**src/rtl/c2_cfg_loader_if.sv**
```systemverilog
// c2_cfg_loader_if: serial configuration handshake and committed-frame bus
// between a frame source (master) and the C2 configuration loader (slave).
interface c2_cfg_loader_if #(
    parameter int NUM_CELLS = 4
);
    localparam int W = 4 * NUM_CELLS;

    logic         start;
    logic         bit_in;
    logic         bit_valid;
    logic         bit_ready;
    logic [W-1:0] cfg_out;
    logic         busy;
    logic         done;
    logic         err;

    modport master (
        output start, bit_in, bit_valid,
        input  bit_ready, cfg_out, busy, done, err
    );

    modport slave (
        input  start, bit_in, bit_valid,
        output bit_ready, cfg_out, busy, done, err
    );
endinterface

```
**src/rtl/c2_cfg_loader.sv**
```systemverilog
// c2_cfg_loader: serial loader for a bank of Actel_C2-style mux cells.
// Bits arrive MSB first over valid/ready into a shadow register; the full
// frame is committed atomically to cfg_out so the cells never see a partial
// frame. Cell k takes cfg_out[4k+3:4k] as {d11, d10, d01, d00}.
// Optional feature: define C2_CFG_PARITY_EN to append an even-parity bit to
// each frame; a bad frame is dropped and flags a sticky err.
module c2_cfg_loader #(
    parameter int NUM_CELLS = 4
) (
    input  logic             clk,
    input  logic             rst,
    c2_cfg_loader_if.slave   bus
);
    localparam int              W    = 4 * NUM_CELLS;
    localparam int              CW   = $clog2(W + 1);
    localparam logic [CW-1:0]   LAST = CW'(W - 1);

    typedef enum logic [1:0] {
        IDLE   = 2'd0,
        SHIFT  = 2'd1,
        COMMIT = 2'd2
`ifdef C2_CFG_PARITY_EN
        ,
        PARITY = 2'd3
`endif
    } state_t;

    state_t         state;
    state_t         state_nxt;
    logic [W-1:0]   shadow;
    logic [W-1:0]   cfg;
    logic [CW-1:0]  cnt;
    logic           done_q;
    logic           ready;
    logic           xfer;
    logic           commit_ok;

    // ready decodes the state register only, so it never follows bit_valid
`ifdef C2_CFG_PARITY_EN
    assign ready = (state == SHIFT) || (state == PARITY);
`else
    assign ready = (state == SHIFT);
`endif
    assign xfer = bus.bit_valid & ready;

    // State register
    always_ff @(posedge clk or posedge rst) begin
        // NOTE: sequential state always uses non-blocking assignments so every
        // flop samples pre-edge values regardless of block ordering.
        if (rst) state <= IDLE;
        else     state <= state_nxt;
    end

    // Next-state decode
    always_comb begin
        // NOTE: default first so every path assigns state_nxt and no latch forms.
        state_nxt = state;
        case (state)
            IDLE:   if (bus.start) state_nxt = SHIFT;
            SHIFT: begin
                if (xfer && cnt == LAST) begin
`ifdef C2_CFG_PARITY_EN
                    state_nxt = PARITY;
`else
                    state_nxt = COMMIT;
`endif
                end
            end
`ifdef C2_CFG_PARITY_EN
            PARITY: if (xfer) state_nxt = COMMIT;
`endif
            COMMIT: state_nxt = IDLE;
            default: state_nxt = IDLE;
        endcase
    end

    // Shadow shift register and bit counter
    always_ff @(posedge clk or posedge rst) begin
        // NOTE: shadow and counter are reset too, so an aborted frame leaves
        // no residue that a later frame could observe.
        if (rst) begin
            shadow <= '0;
            cnt    <= '0;
        end else if (state == IDLE && bus.start) begin
            shadow <= '0;
            cnt    <= '0;
        end else if (state == SHIFT && xfer) begin
            shadow <= {shadow[W-2:0], bus.bit_in};
            cnt    <= cnt + 1'b1;
        end
    end

`ifdef C2_CFG_PARITY_EN
    logic par_bad;
    logic err_q;

    // Parity check on the trailing bit and sticky error flag
    always_ff @(posedge clk or posedge rst) begin
        if (rst) begin
            par_bad <= 1'b0;
            err_q   <= 1'b0;
        end else begin
            if (state == IDLE && bus.start) begin
                par_bad <= 1'b0;
                err_q   <= 1'b0;
            end else if (state == PARITY && xfer) begin
                par_bad <= (^shadow) ^ bus.bit_in;
            end else if (state == COMMIT && par_bad) begin
                err_q <= 1'b1;
            end
        end
    end

    assign commit_ok = ~par_bad;
    assign bus.err   = err_q;
`else
    assign commit_ok = 1'b1;
    assign bus.err   = 1'b0;
`endif

    // Atomic commit of the shadow frame and end-of-frame pulse
    always_ff @(posedge clk or posedge rst) begin
        if (rst) begin
            cfg    <= '0;
            done_q <= 1'b0;
        end else begin
            done_q <= (state == COMMIT);
            if (state == COMMIT && commit_ok) cfg <= shadow;
        end
    end

    assign bus.cfg_out   = cfg;
    assign bus.done      = done_q;
    assign bus.busy      = (state != IDLE);
    assign bus.bit_ready = ready;
endmodule

```
**src/flat_wrapper.sv**
```systemverilog
// flat-port wrapper written by rule: the top's interface ports become plain ports
module c2_cfg_loader_flat 
#(
    parameter int NUM_CELLS = 4
)
  (clk, rst, bus_start, bus_bit_in, bus_bit_valid, bus_bit_ready, bus_cfg_out, bus_busy, bus_done, bus_err);
  c2_cfg_loader_if #(.NUM_CELLS(NUM_CELLS)) bus_i ();
  input  logic clk;
  input  logic rst;
  input wire logic [$bits(bus_i.start)-1:0] bus_start;
  input wire logic [$bits(bus_i.bit_in)-1:0] bus_bit_in;
  input wire logic [$bits(bus_i.bit_valid)-1:0] bus_bit_valid;
  output wire logic [$bits(bus_i.bit_ready)-1:0] bus_bit_ready;
  output wire logic [$bits(bus_i.cfg_out)-1:0] bus_cfg_out;
  output wire logic [$bits(bus_i.busy)-1:0] bus_busy;
  output wire logic [$bits(bus_i.done)-1:0] bus_done;
  output wire logic [$bits(bus_i.err)-1:0] bus_err;
  assign bus_i.start = bus_start;
  assign bus_i.bit_in = bus_bit_in;
  assign bus_i.bit_valid = bus_bit_valid;
  assign bus_bit_ready = bus_i.bit_ready;
  assign bus_cfg_out = bus_i.cfg_out;
  assign bus_busy = bus_i.busy;
  assign bus_done = bus_i.done;
  assign bus_err = bus_i.err;
  c2_cfg_loader #(.NUM_CELLS(NUM_CELLS)) u_core (.clk(clk), .rst(rst), .bus(bus_i));
endmodule
```
**config.mk**
```make
export PLATFORM = sky130hd
export DESIGN_NAME = c2_cfg_loader_flat
export DESIGN_NICKNAME = d
export VERILOG_FILES = /design/src/rtl/c2_cfg_loader_if.sv /design/src/rtl/c2_cfg_loader.sv /design/src/flat_wrapper.sv
export SDC_FILE = /design/constraint.sdc
export NUM_CORES = 1
export LEC_CHECK = 0
export CAP_MARGIN = 20
export CORE_MARGIN = 3
export CORE_UTILIZATION = 49
export CTS_CLUSTER_DIAMETER = 50
export DETAILED_ROUTE_END_ITERATION = 8
export GPL_ROUTABILITY_DRIVEN = 0
export GPL_TIMING_DRIVEN = 1
export PLACE_DENSITY_LB_ADDON = 0.12
export SKIP_LAST_GASP = 1
export SYNTH_ARGS = -nofsm -noshare
export SYNTH_HDL_FRONTEND = slang
export SYNTH_SLANG_ARGS = --single-unit
```
**constraint.sdc**
```tcl
create_clock -name clk -period 1.55 [get_ports clk]
set_clock_uncertainty 0.05 [all_clocks]
set_input_delay 0.2325 -clock clk [delete_from_list [all_inputs] [get_ports clk]]
set_output_delay 0.2325 -clock clk [all_outputs]
set_load 0.1 [all_outputs]
```
# ---- Word-level counts from Yosys, hierarchy flattened
# Cells that the tools add are included.
dict set report totals {
  reg_bits 40
  out_inout_bits 20
  wordCells 26
}
dict set report classes {
  add_sub_neg 1
  eq_ne 5
  n_mux 7
  n_bitwise 1
  reduce_logical 7
}
# operator n
set ops {}
lappend ops {{two-way mux 16 bit} 2}
lappend ops {{two-way mux 5 bit} 2}
lappend ops {{adder 5 x 1 -> 5 bit (second input constant)} 1}
lappend ops {{== test 5 x 4 -> 1 bit (second input constant)} 1}
lappend ops {{two-way mux 2 bit} 2}
lappend ops {{!= test 2 bit (second input constant)} 2}
lappend ops {{case mux 2 bit (2 select lines)} 1}
lappend ops {{nonzero test 2 bit} 2}
lappend ops {{logical AND 1 bit} 3}
lappend ops {{== test 2 x 1 -> 1 bit (second input constant)} 1}
lappend ops {{== test 2 bit (second input constant)} 1}
lappend ops {{logical NOT 2 bit} 1}
lappend ops {{AND reduction 2 bit} 1}
lappend ops {{bitwise AND 1 bit} 1}

# ---- Depth between registers and ports, before layout
dict set report depth {
  word_depth 5
  ltp_mapped 5
  ltp_nobuf 5
}

# ---- Worst setup path after synthesis
# Ideal clock, no wire load.
dict set report synth_path {
  path_type {register to register}
  start {register u_core.state[1]}
  end {register u_core.state[0]}
  setup_ns 0.067
  arrival_ns 1.406
  setup_slack_ns 0.027
  path_stages_with_launch 3
  path_buffers 0
  synth_period_minus_slack_ns 1.523
  path_cell_list {dfrtp_1 > and2b_1 > a21o_1}
}
dict set report synth_via {
  elab_chain_len 5
  elab_cells_between_ends 8
  classes_between {3 x eq/ne; 1 x mux; 1 x bitwise; 3 x reduce/logical}
}
# element line
set synth_rtl {}
lappend synth_rtl {{start: declaration} c2_cfg_loader.sv:28} ;# state_t state;
lappend synth_rtl {{start signal: assignment} c2_cfg_loader.sv:51} ;# else state <= state_nxt;
lappend synth_rtl {{== test 2 x 1 -> 1 bit (*)} c2_cfg_loader.sv:42} ;# assign ready = (state == SHIFT);
lappend synth_rtl {{named net bus_bit_ready} flat_wrapper.sv:13} ;# output wire logic [$bits(bus_i.bit_ready)-1:0] bus_bit_ready;
lappend synth_rtl {{bitwise AND 1 bit} c2_cfg_loader.sv:44} ;# assign xfer = bus.bit_valid & ready;
lappend synth_rtl {{logical AND 1 bit} c2_cfg_loader.sv:61} ;# if (xfer && cnt == LAST) begin
lappend synth_rtl {{!= test 2 bit (no source line)} n/a}
lappend synth_rtl {{AND reduction 2 bit (no source line)} n/a}
# Mark *: on every way through the listed nets, which the timed path passes. The rest lies on a longest branch.
# A chain may end at the register's enable or synchronous reset.

# ---- Final worst setup path
dict set report layout_path {
  start {register u_core.state[1]}
  end {output port bus_bit_ready}
}
dict set report layout_via {
  elab_chain_len 1
}
# element line
set layout_rtl {}
lappend layout_rtl {{== test 2 x 1 -> 1 bit} c2_cfg_loader.sv:42}
lappend layout_rtl {{end: declaration} flat_wrapper.sv:13}
# No other way between the ends.

==> flow_metrics.env <==
export IMPL_fmax_mhz=670.3
export IMPL_die_y_um=64.23
export IMPL_stdcell_count=211
export IMPL_min_delay_path_class="in -> async"
export IMPL_start_util_pct=52.70
export IMPL_fp_dieW_um=64.23
export IMPL_drive_above_1_share_pct=35.93
export IMPL_final_common_cell="dfrtp_1"
export IMPL_run_status="complete, no violations"
export IMPL_via_per_inst=5.133
export IMPL_timing_rr_end="u_core.cnt[3]"
export IMPL_antennaDiodeCount=0
export IMPL_grt_pass1_wl_mm=5.071
export IMPL_avgRoutedWirePerCell_um=13.69
export IMPL_h_tree_depth=2
export IMPL_fp_coreArea_um2=3153
export IMPL_cp_max_fo=3
export IMPL_placed_area_um2=2163
export IMPL_multi_input_comb_area_um2=590.6
export IMPL_ys_types=26
export IMPL_cts_buffers=5
export IMPL_grt_pass1_vias=1055
export IMPL_yosys_warnings=0
export IMPL_worstSkewPairLatency_ns=0.34
export IMPL_drtIter0Drc=27
export IMPL_final_cell_mix="dfrtp_1, nand2_1, buf_12"
export IMPL_crit_arrival_ns=1.21
export IMPL_io_buffers=23
export IMPL_p_per_area_nw_per_um2=1283
export IMPL_antenna_found_initial=0
export IMPL_ios=25
export IMPL_critPathMaxStageDelay_ns=0.44
export IMPL_dieArea_um2=4125
export IMPL_fin_crit_sh_pct=96.25
export IMPL_synthesis_nets=140
export IMPL_endpoint_kind="output pin"
export IMPL_final_hold_violation_count=0
export IMPL_cp_slowest_cell="dfrtp_2"
export IMPL_dr_pass1_iters=4
export IMPL_placedCellCount=201
export IMPL_syn_avg_cell_area_um2=12.49
export IMPL_nets=173
export IMPL_overflow=0
export IMPL_clk_path_buf_depth=2
export IMPL_ys_seq_elements=40
export IMPL_required_ns=1.27
export IMPL_design_area_um2=2261
export IMPL_drt_wl_total_mm=2.889
export IMPL_rows=20
export IMPL_critPathLaunchType="register"
export IMPL_synthCells=133
export IMPL_post_place_ws_ns=-0.01421
export IMPL_route_detailed_drc=0
export IMPL_netlist_area_um2=1662
export IMPL_p_leak_nw=1.087
export IMPL_regToRegSetupSlack_ns=0.10
export IMPL_ant_nets=0
export IMPL_critPathKind="reg -> out"
export IMPL_fill_cells=234
export IMPL_areaGrowthSynthToFinish_pct=36.07
export IMPL_cts_tree="done"
export IMPL_setup_violations=0
export IMPL_clk_pin_slew_ns=0.11
export IMPL_cts_sinks=40
export IMPL_cts_hold_buf=0
export IMPL_grt_max_degree=41
export IMPL_synth_seq_area_share_pct=60.24
export IMPL_regArea_um2=1003
export IMPL_setup_ws_ns=0.05805
export IMPL_cts_root_buf="clkbuf_4"
export IMPL_hpwl_mm=2.081
export IMPL_critical_path_top_delay_family="flip-flops"
export IMPL_crit_chain="and2b_2, buf_12"
export IMPL_grt_usage_pct=16.05
export IMPL_maxCapViolations=0
export IMPL_r2r_start="u_core.state[1]"
export IMPL_reg2reg_depth=4
export IMPL_cp_buffers_inverters=1
export IMPL_vias=1083
export IMPL_min_period_ns=1.492
export IMPL_irDropWorstVdd_mv=1.054
export IMPL_finalMaxSlewViolations=0
export IMPL_rsz0062_at_grt="true"
worst reg2reg max path: cells and delay by family (launching register included):
family | cells | cell delay [ns]
buffers and inverters | 1 | 0.16
AO/OA/AOI/OAI | 1 | 0.12
flip-flops | 1 | 0.44
AND/OR/NAND/NOR | 2 | 0.62
layer usage:
| layer | global-route usage [%] | wire length [µm] |
|---|---|---|
| met1 | 21.27 | 1310 |
| met2 | 24.77 | 1400 |
| met3 | 3.691 | 138 |
| met4 | 7.916 | 40 |
| met5 | 0 | 0 |
cells in the mapped netlist:
cell type	n	area, µm²
a22o_1	4	35.03
nor2_2	1	6.260
buf_2	2	10.01
nand3b_2	1	11.26
nand2b_1	1	6.260
mux2_2	8	90.09
a21oi_1	15	75.07
buf_6	3	33.78
nand3_1	1	5.000
o2bb2ai_1	1	8.760
and3_1	1	6.260
ha_1	2	25.02
mux2_4	9	135.1
or2_2	1	6.260
o21ai_0	2	10.01
buf_4	2	15.01
dfrtp_1	40	1001
nand2_1	27	101.4
conb_1	1	3.750
and2_1	1	6.260
nor3b_4	1	18.77
or3_1	2	12.51
a21o_1	1	7.510
and2b_1	1	7.510
and3b_1	1	8.760
inv_1	4	15.01
area by class of cell:
cell class,instances,area share [%]
Timing Repair Buffer,33,23.02
Clock inverter,2,1.550
Inverter,4,0.6641
Clock buffer,6,1.826
Sequential cell,40,44.38
Multi-Input combinational cell,82,26.12
Tap cell,44,2.435
cells by family (layout without fill, tap and decap cells):
kind of cell | Yosys count | count (layout) | share of synthesized area, %
muxes | 17 | 17 | 13.55
and+or+nand+nor | 39 | 39 | 11.82
DFF | 40 | 40 | 60.24
buffers and inverters | 11 | 45 | 4.442
AOI/OAI and AO/OA | 23 | 23 | 8.208
adders and majority gates | 2 | 2 | 1.506
other | 1 | 1 | 0.2257
flip-flops by register name, indices dropped and copies added, names as in the netlist:
signal / flops
u_core.cnt: 5
u_core.shadow: 16
u_core.bus.cfg_out: 16
u_core.bus.done: 1
u_core.state: 2
how the worst max path moves through the flow:
stage                     from               to  slack [ns]  cells past startpoint
2_1_floorplan  u_core.state[1]  u_core.state[0]        0.03                      2
3_3_place_gp     bus_bit_valid    u_core.cnt[0]        0.04                      4
3_5_place_dp     bus_bit_valid    u_core.cnt[0]       -0.01                      4
4_1_cts        u_core.state[1]    bus_bit_ready        0.02                      2
5_1_grt        u_core.state[1]    bus_bit_ready       -0.01                      2
6_report       u_core.state[1]    bus_bit_ready        0.06                      2
stage by stage:
step           setup TNS (ns)  hold slack (ns)  util, %  power (mW)
2_1_floorplan               0           0.3222        -       1.978
3_3_place_gp                0           0.4331    68.61       2.207
3_5_place_dp         -0.02191           0.4309    68.61       2.243
4_1_cts                     0           0.2008    71.67       2.918
5_1_grt              -0.01075           0.1910    71.71       3.089
6_report                    0           0.1946    71.71       2.900
power breakdown:
group | switching, mW | total [mW] | internal, mW
Clock | 0.324 | 0.662 | 0.338
Combinational | 0.446 | 0.786 | 0.339
Sequential | 0.184 | 1.45 | 1.27
Total | 0.954 | 2.90 | 1.95
repair_timing:
action                                  in CTS  in global routing
endpoints found under the setup margin       2                  1
pin swaps                                    0                  0
hold endpoints to repair                     0                  0
buffers inserted                             2                  0
resized for setup                            3                  1
No activity file was read; power rests on OpenSTA's default activity.
==> RTL edit 1, RTL diff (config.mk and constraints unchanged) <==
`NUM_CELLS` is set to 4 in 3 places; all go to 2.
--- a/src/rtl/c2_cfg_loader_if.sv
+++ b/src/rtl/c2_cfg_loader_if.sv
@@ -1,7 +1,7 @@
 // c2_cfg_loader_if: serial configuration handshake and committed-frame bus
 // between a frame source (master) and the C2 configuration loader (slave).
 interface c2_cfg_loader_if #(
-    parameter int NUM_CELLS = 4
+    parameter int NUM_CELLS = 2
 );
     localparam int W = 4 * NUM_CELLS;
 
--- a/src/rtl/c2_cfg_loader.sv
+++ b/src/rtl/c2_cfg_loader.sv
@@ -5,7 +5,7 @@
 // Optional feature: define C2_CFG_PARITY_EN to append an even-parity bit to
 // each frame; a bad frame is dropped and flags a sticky err.
 module c2_cfg_loader #(
-    parameter int NUM_CELLS = 4
+    parameter int NUM_CELLS = 2
 ) (
     input  logic             clk,
     input  logic             rst,
--- a/src/flat_wrapper.sv
+++ b/src/flat_wrapper.sv
@@ -1,7 +1,7 @@
 // flat-port wrapper written by rule: the top's interface ports become plain ports
 module c2_cfg_loader_flat 
 #(
-    parameter int NUM_CELLS = 4
+    parameter int NUM_CELLS = 2
 )
   (clk, rst, bus_start, bus_bit_in, bus_bit_valid, bus_bit_ready, bus_cfg_out, bus_busy, bus_done, bus_err);
   c2_cfg_loader_if #(.NUM_CELLS(NUM_CELLS)) bus_i ();
Ports: changed (resized bus_cfg_out); port bits go from 25 to 17. No check against the original RTL was run, so the function may have changed too.
==> RTL edit 1 against the original RTL <==
- count of clock-buffer cells in the layout shrank 2
- via count is 42% lower
- synthesized area down 41%
- critical path depth did not move
- worst setup slack better by 25 ps
- sequential cell count fell by 17
- total power down 12%
- wire length decreased by 42%
- largest cell class unchanged
- design area decreased by 42%
- first-iteration DRC count down 26%
- largest power group is now combinational cells
==> RTL edit 1: results (changes against the original RTL) <==
status complete, no violations (unchanged); layout cell share with drive strength beyond 1 38.0% (was 35.9%); r2r setup slk 180 ps (was 100 ps); Tmin final 1470 ps (was 1490 ps); Clock Pin Slew Worst Setup and Hold Paths 120 ps; vias in the first global route 603 (was 1055); WL met3 102 um (was 138 um); P&R area growth vs syn 32.3% (was 36.1%); Pint 1.45 mW (was 1.95 mW); Gates resized, CTS repair 2 (was 3); number of fillers in the final layout 128 (was 234); static leakage 0.651 nW (was 1.09 nW); CTS root buf clkbuf_4 (unchanged); via count 624 (was 1083); most frequent cells after synthesis dfrtp_1 (23), a22o_1 (10), mux2_2 (6), inv_1 (4) (was dfrtp_1 (40), nand2_1 (27), a21oi_1 (15), mux2_4 (9), mux2_2 (8)); H-tree Lvls 1 (was 2); CP Data Arrival Time 1180 ps (was 1210 ps); first-pass GRT wire length 2.84 mm (was 5.07 mm); DP Wirelength 1.18 mm (was 2.08 mm); RR Startpoint u_core.state[0] (was u_core.state[1]); Synthesized Nets 78 (was 140); I/O Buffers 15 (was 23); Setup WS pre-CTS 92.9 ps (was -14.2 ps); WHS 209 ps (was 195 ps); Mapped Cells 72 (was 133); R2R Path End u_core.shadow[1] (was u_core.cnt[3]); Cell Area, Placed 1260 um^2 (was 2160 um^2); Pre-antenna DRT Iters 4 (unchanged); Cells after DPL 111 (was 201); TritonCTS Buffers 3 (was 5); number of distinct library cells after synthesis 24 (was 26); synth top area cells dfrtp_1 (58%), a22o_1 (8.9%), mux2_2 (6.8%), mux2_4 (4.6%), buf_6 (3.4%) (was dfrtp_1 (60%), mux2_4 (8.1%), nand2_1 (6.1%), mux2_2 (5.4%), a21oi_1 (4.5%)); Worst IR Drop VDD 1.37 mV (was 1.05 mV); DRT iter0 DRCs 20 (was 27); largest net degree at the start of global routing 24 (was 41); GRT Total Usage 15.2% (was 16.1%); met2 wire length 755 um (was 1.40 mm); clk_lat worst skew 310 ps (was 340 ps)
==> RTL edit 1: cell types whose count changed after synthesis, moves of 2 or more <==
cell | before | now
mux2_4 | 9 | 3
a22o_1 | 4 | 10
or3_1 | 2 | 0
mux2i_1 | 0 | 2
dfrtp_1 | 40 | 23
nand2_1 | 27 | 3
a31oi_1 | 0 | 2
a21oi_1 | 15 | 0
buf_2 | 2 | 0
mux2_2 | 8 | 6
==> RTL edit 1: cell type report <==
type                    instances  share of cell area, %
repair buffers                 20                   22.8
flip-flops and latches         23                   44.3
clock buffers                   4                   2.01
well taps                      25                   2.39
inverters                       4                   1.15
multi-input cells              41                   27.4
==> RTL edit 1: how the worst max path moves through the flow <==
stage	to	cells after the start
4_1_cts	bus_busy	2
3_3_place_gp	u_core.shadow[1]	5
3_5_place_dp	u_core.shadow[4]	5
2_1_floorplan	u_core.cnt[3]	4
6_report	bus_busy	2
5_1_grt	bus_busy	2
==> RTL edit 1: per-layer routing <==
| metal | GRT usage [%] | up-vias |
|---|---|---|
| li1 | - | 293 |
| met1 | 21.6 | 303 |
| met2 | 22.4 | 24 |
| met3 | 3.50 | 4 |
| met4 | 6.73 | 0 |
| met5 | 0 | - |
==> RTL edit 1: power by group through the flow <==
stage	logic, mW	registers [mW]	clock network [mW]
global route	1.36	1.01	0.324
global placement	1.23	1.01	0
finish	1.30	0.989	0.273
CTS	1.29	0.986	0.282
floorplan	0.631	1.23	0
detailed placement	1.25	1.02	0
==> RTL edit 1: logic make-up after synthesis <==
logic type | count (synthesis) | share of synthesized area (%)
flops | 23 | 58.3
compound gates | 15 | 11.9
simple gates | 13 | 9.00
mux | 11 | 13.4
buf+inv | 8 | 5.70
fa+ha+maj | 1 | 1.27
other cells | 1 | 0.380
==> RTL edit 2, RTL diff (same flow settings) <==
Made on the original files. One comparison of `cnt` changes from == to >=.
--- a/src/rtl/c2_cfg_loader.sv
+++ b/src/rtl/c2_cfg_loader.sv
@@ -58,7 +58,7 @@
         case (state)
             IDLE:   if (bus.start) state_nxt = SHIFT;
             SHIFT: begin
-                if (xfer && cnt == LAST) begin
+                if (xfer && cnt >= LAST) begin
 `ifdef C2_CFG_PARITY_EN
                     state_nxt = PARITY;
 `else
Check against the original RTL: no difference found for any inputs over 10 cycles, from zero or initial values and one cycle with rst high; that may be too few to reach the edited logic, so the function may still have changed.
==> RTL edit 2 against the original RTL <==
- design area down 0.94%
- global-route usage increased by 1.1 points
- worst setup slack lost 20 ps
- sequential cell count stayed put
- die area decreased by 1.7%
- synthesized area fell by 1.9%
- wire length rose by 5.9%
- hold slack worse by 11 ps
- critical path type is now reg -> reg
Power is not compared: it rests on default switching activity, and its combinational part moved more than twofold at a synthesized area within 25%.
==> RTL edit 2: results (changes against the original RTL) <==
Multi-input comb cells 56 (was 82); adder-cell share of the synthesized area 1.53% (was 1.51%); Worst Reg-to-Reg Cells 5 (was 4); number of fillers in the final layout 233 (was 234); status complete, no violations (unchanged); grt met1 use 21.2% (was 21.3%); Seq/Total Area, Yosys 61.4% (was 60.2%); mux contribution to synthesized area 14.5% (was 13.6%); RR Startpoint u_core.cnt[0] (was u_core.state[1]); DP Wirelength 2.02 mm (was 2.08 mm); R2R Path End u_core.state[1] (was u_core.cnt[3]); critical path class reg -> reg (was reg -> out); Non-clk bufs 35 (was 33); WHS 184 ps (was 195 ps); Seq cells 40 (unchanged); Setup WS pre-CTS -102 ps (was -14.2 ps); vias in the first global route 1086 (was 1055); non-clock buffer share of cell area 24.1% (was 23.0%); GRT Total Usage 17.1% (was 16.1%); Synth Area in Compound Gates 11.0% (was 8.21%); WL met3 118 um (was 138 um); Tcrit/Tclk final 97.5% (was 96.3%); Die Span X 63.7 um (was 64.2 um); DRT iter0 DRCs 44 (was 27); r2r setup slk 40 ps (was 100 ps); layout cell share with drive strength beyond 1 44.8% (was 35.9%); synth top area cells dfrtp_1 (61%), a22o_1 (9.7%), mux2_4 (8.3%), mux2_2 (5.5%), buf_6 (2.1%) (was dfrtp_1 (60%), mux2_4 (8.1%), nand2_1 (6.1%), mux2_2 (5.4%), a21oi_1 (4.5%)); first-pass GRT wire length 5.24 mm (was 5.07 mm)
==> RTL edit 2: cell count changes in the layout (fill, tap and decap cells not counted), sizes merged, moves of 2 or more <==
| cell | change |
|---|---|
| or3 | -2 |
| clkbuf | +2 |
| nand2 | -27 |
| nor2 | +2 |
| buf | +2 |
| a22o | +14 |
| a21oi | -15 |
==> RTL edit 2: what timing repair did <==
| item | in CTS | in global routing |
|---|---|---|
| setup endpoints to repair | 4 | 7 |
| setup buffers | 3 | 2 |
| gates cloned | 0 | 0 |
| gates resized for setup | 2 | 5 |
==> RTL edit 2: kinds of logic (layout without fill, tap and decap cells) <==
family | after synthesis | after routing
other | 1 | 1
XOR/XNOR | 1 | 1
AND/OR/NAND/NOR | 13 | 13
AO/OA/AOI/OAI | 21 | 21
buffers and inverters | 10 | 47
multiplexers | 18 | 18
adder cells (fa/ha/maj) | 2 | 2
flip-flops | 40 | 40
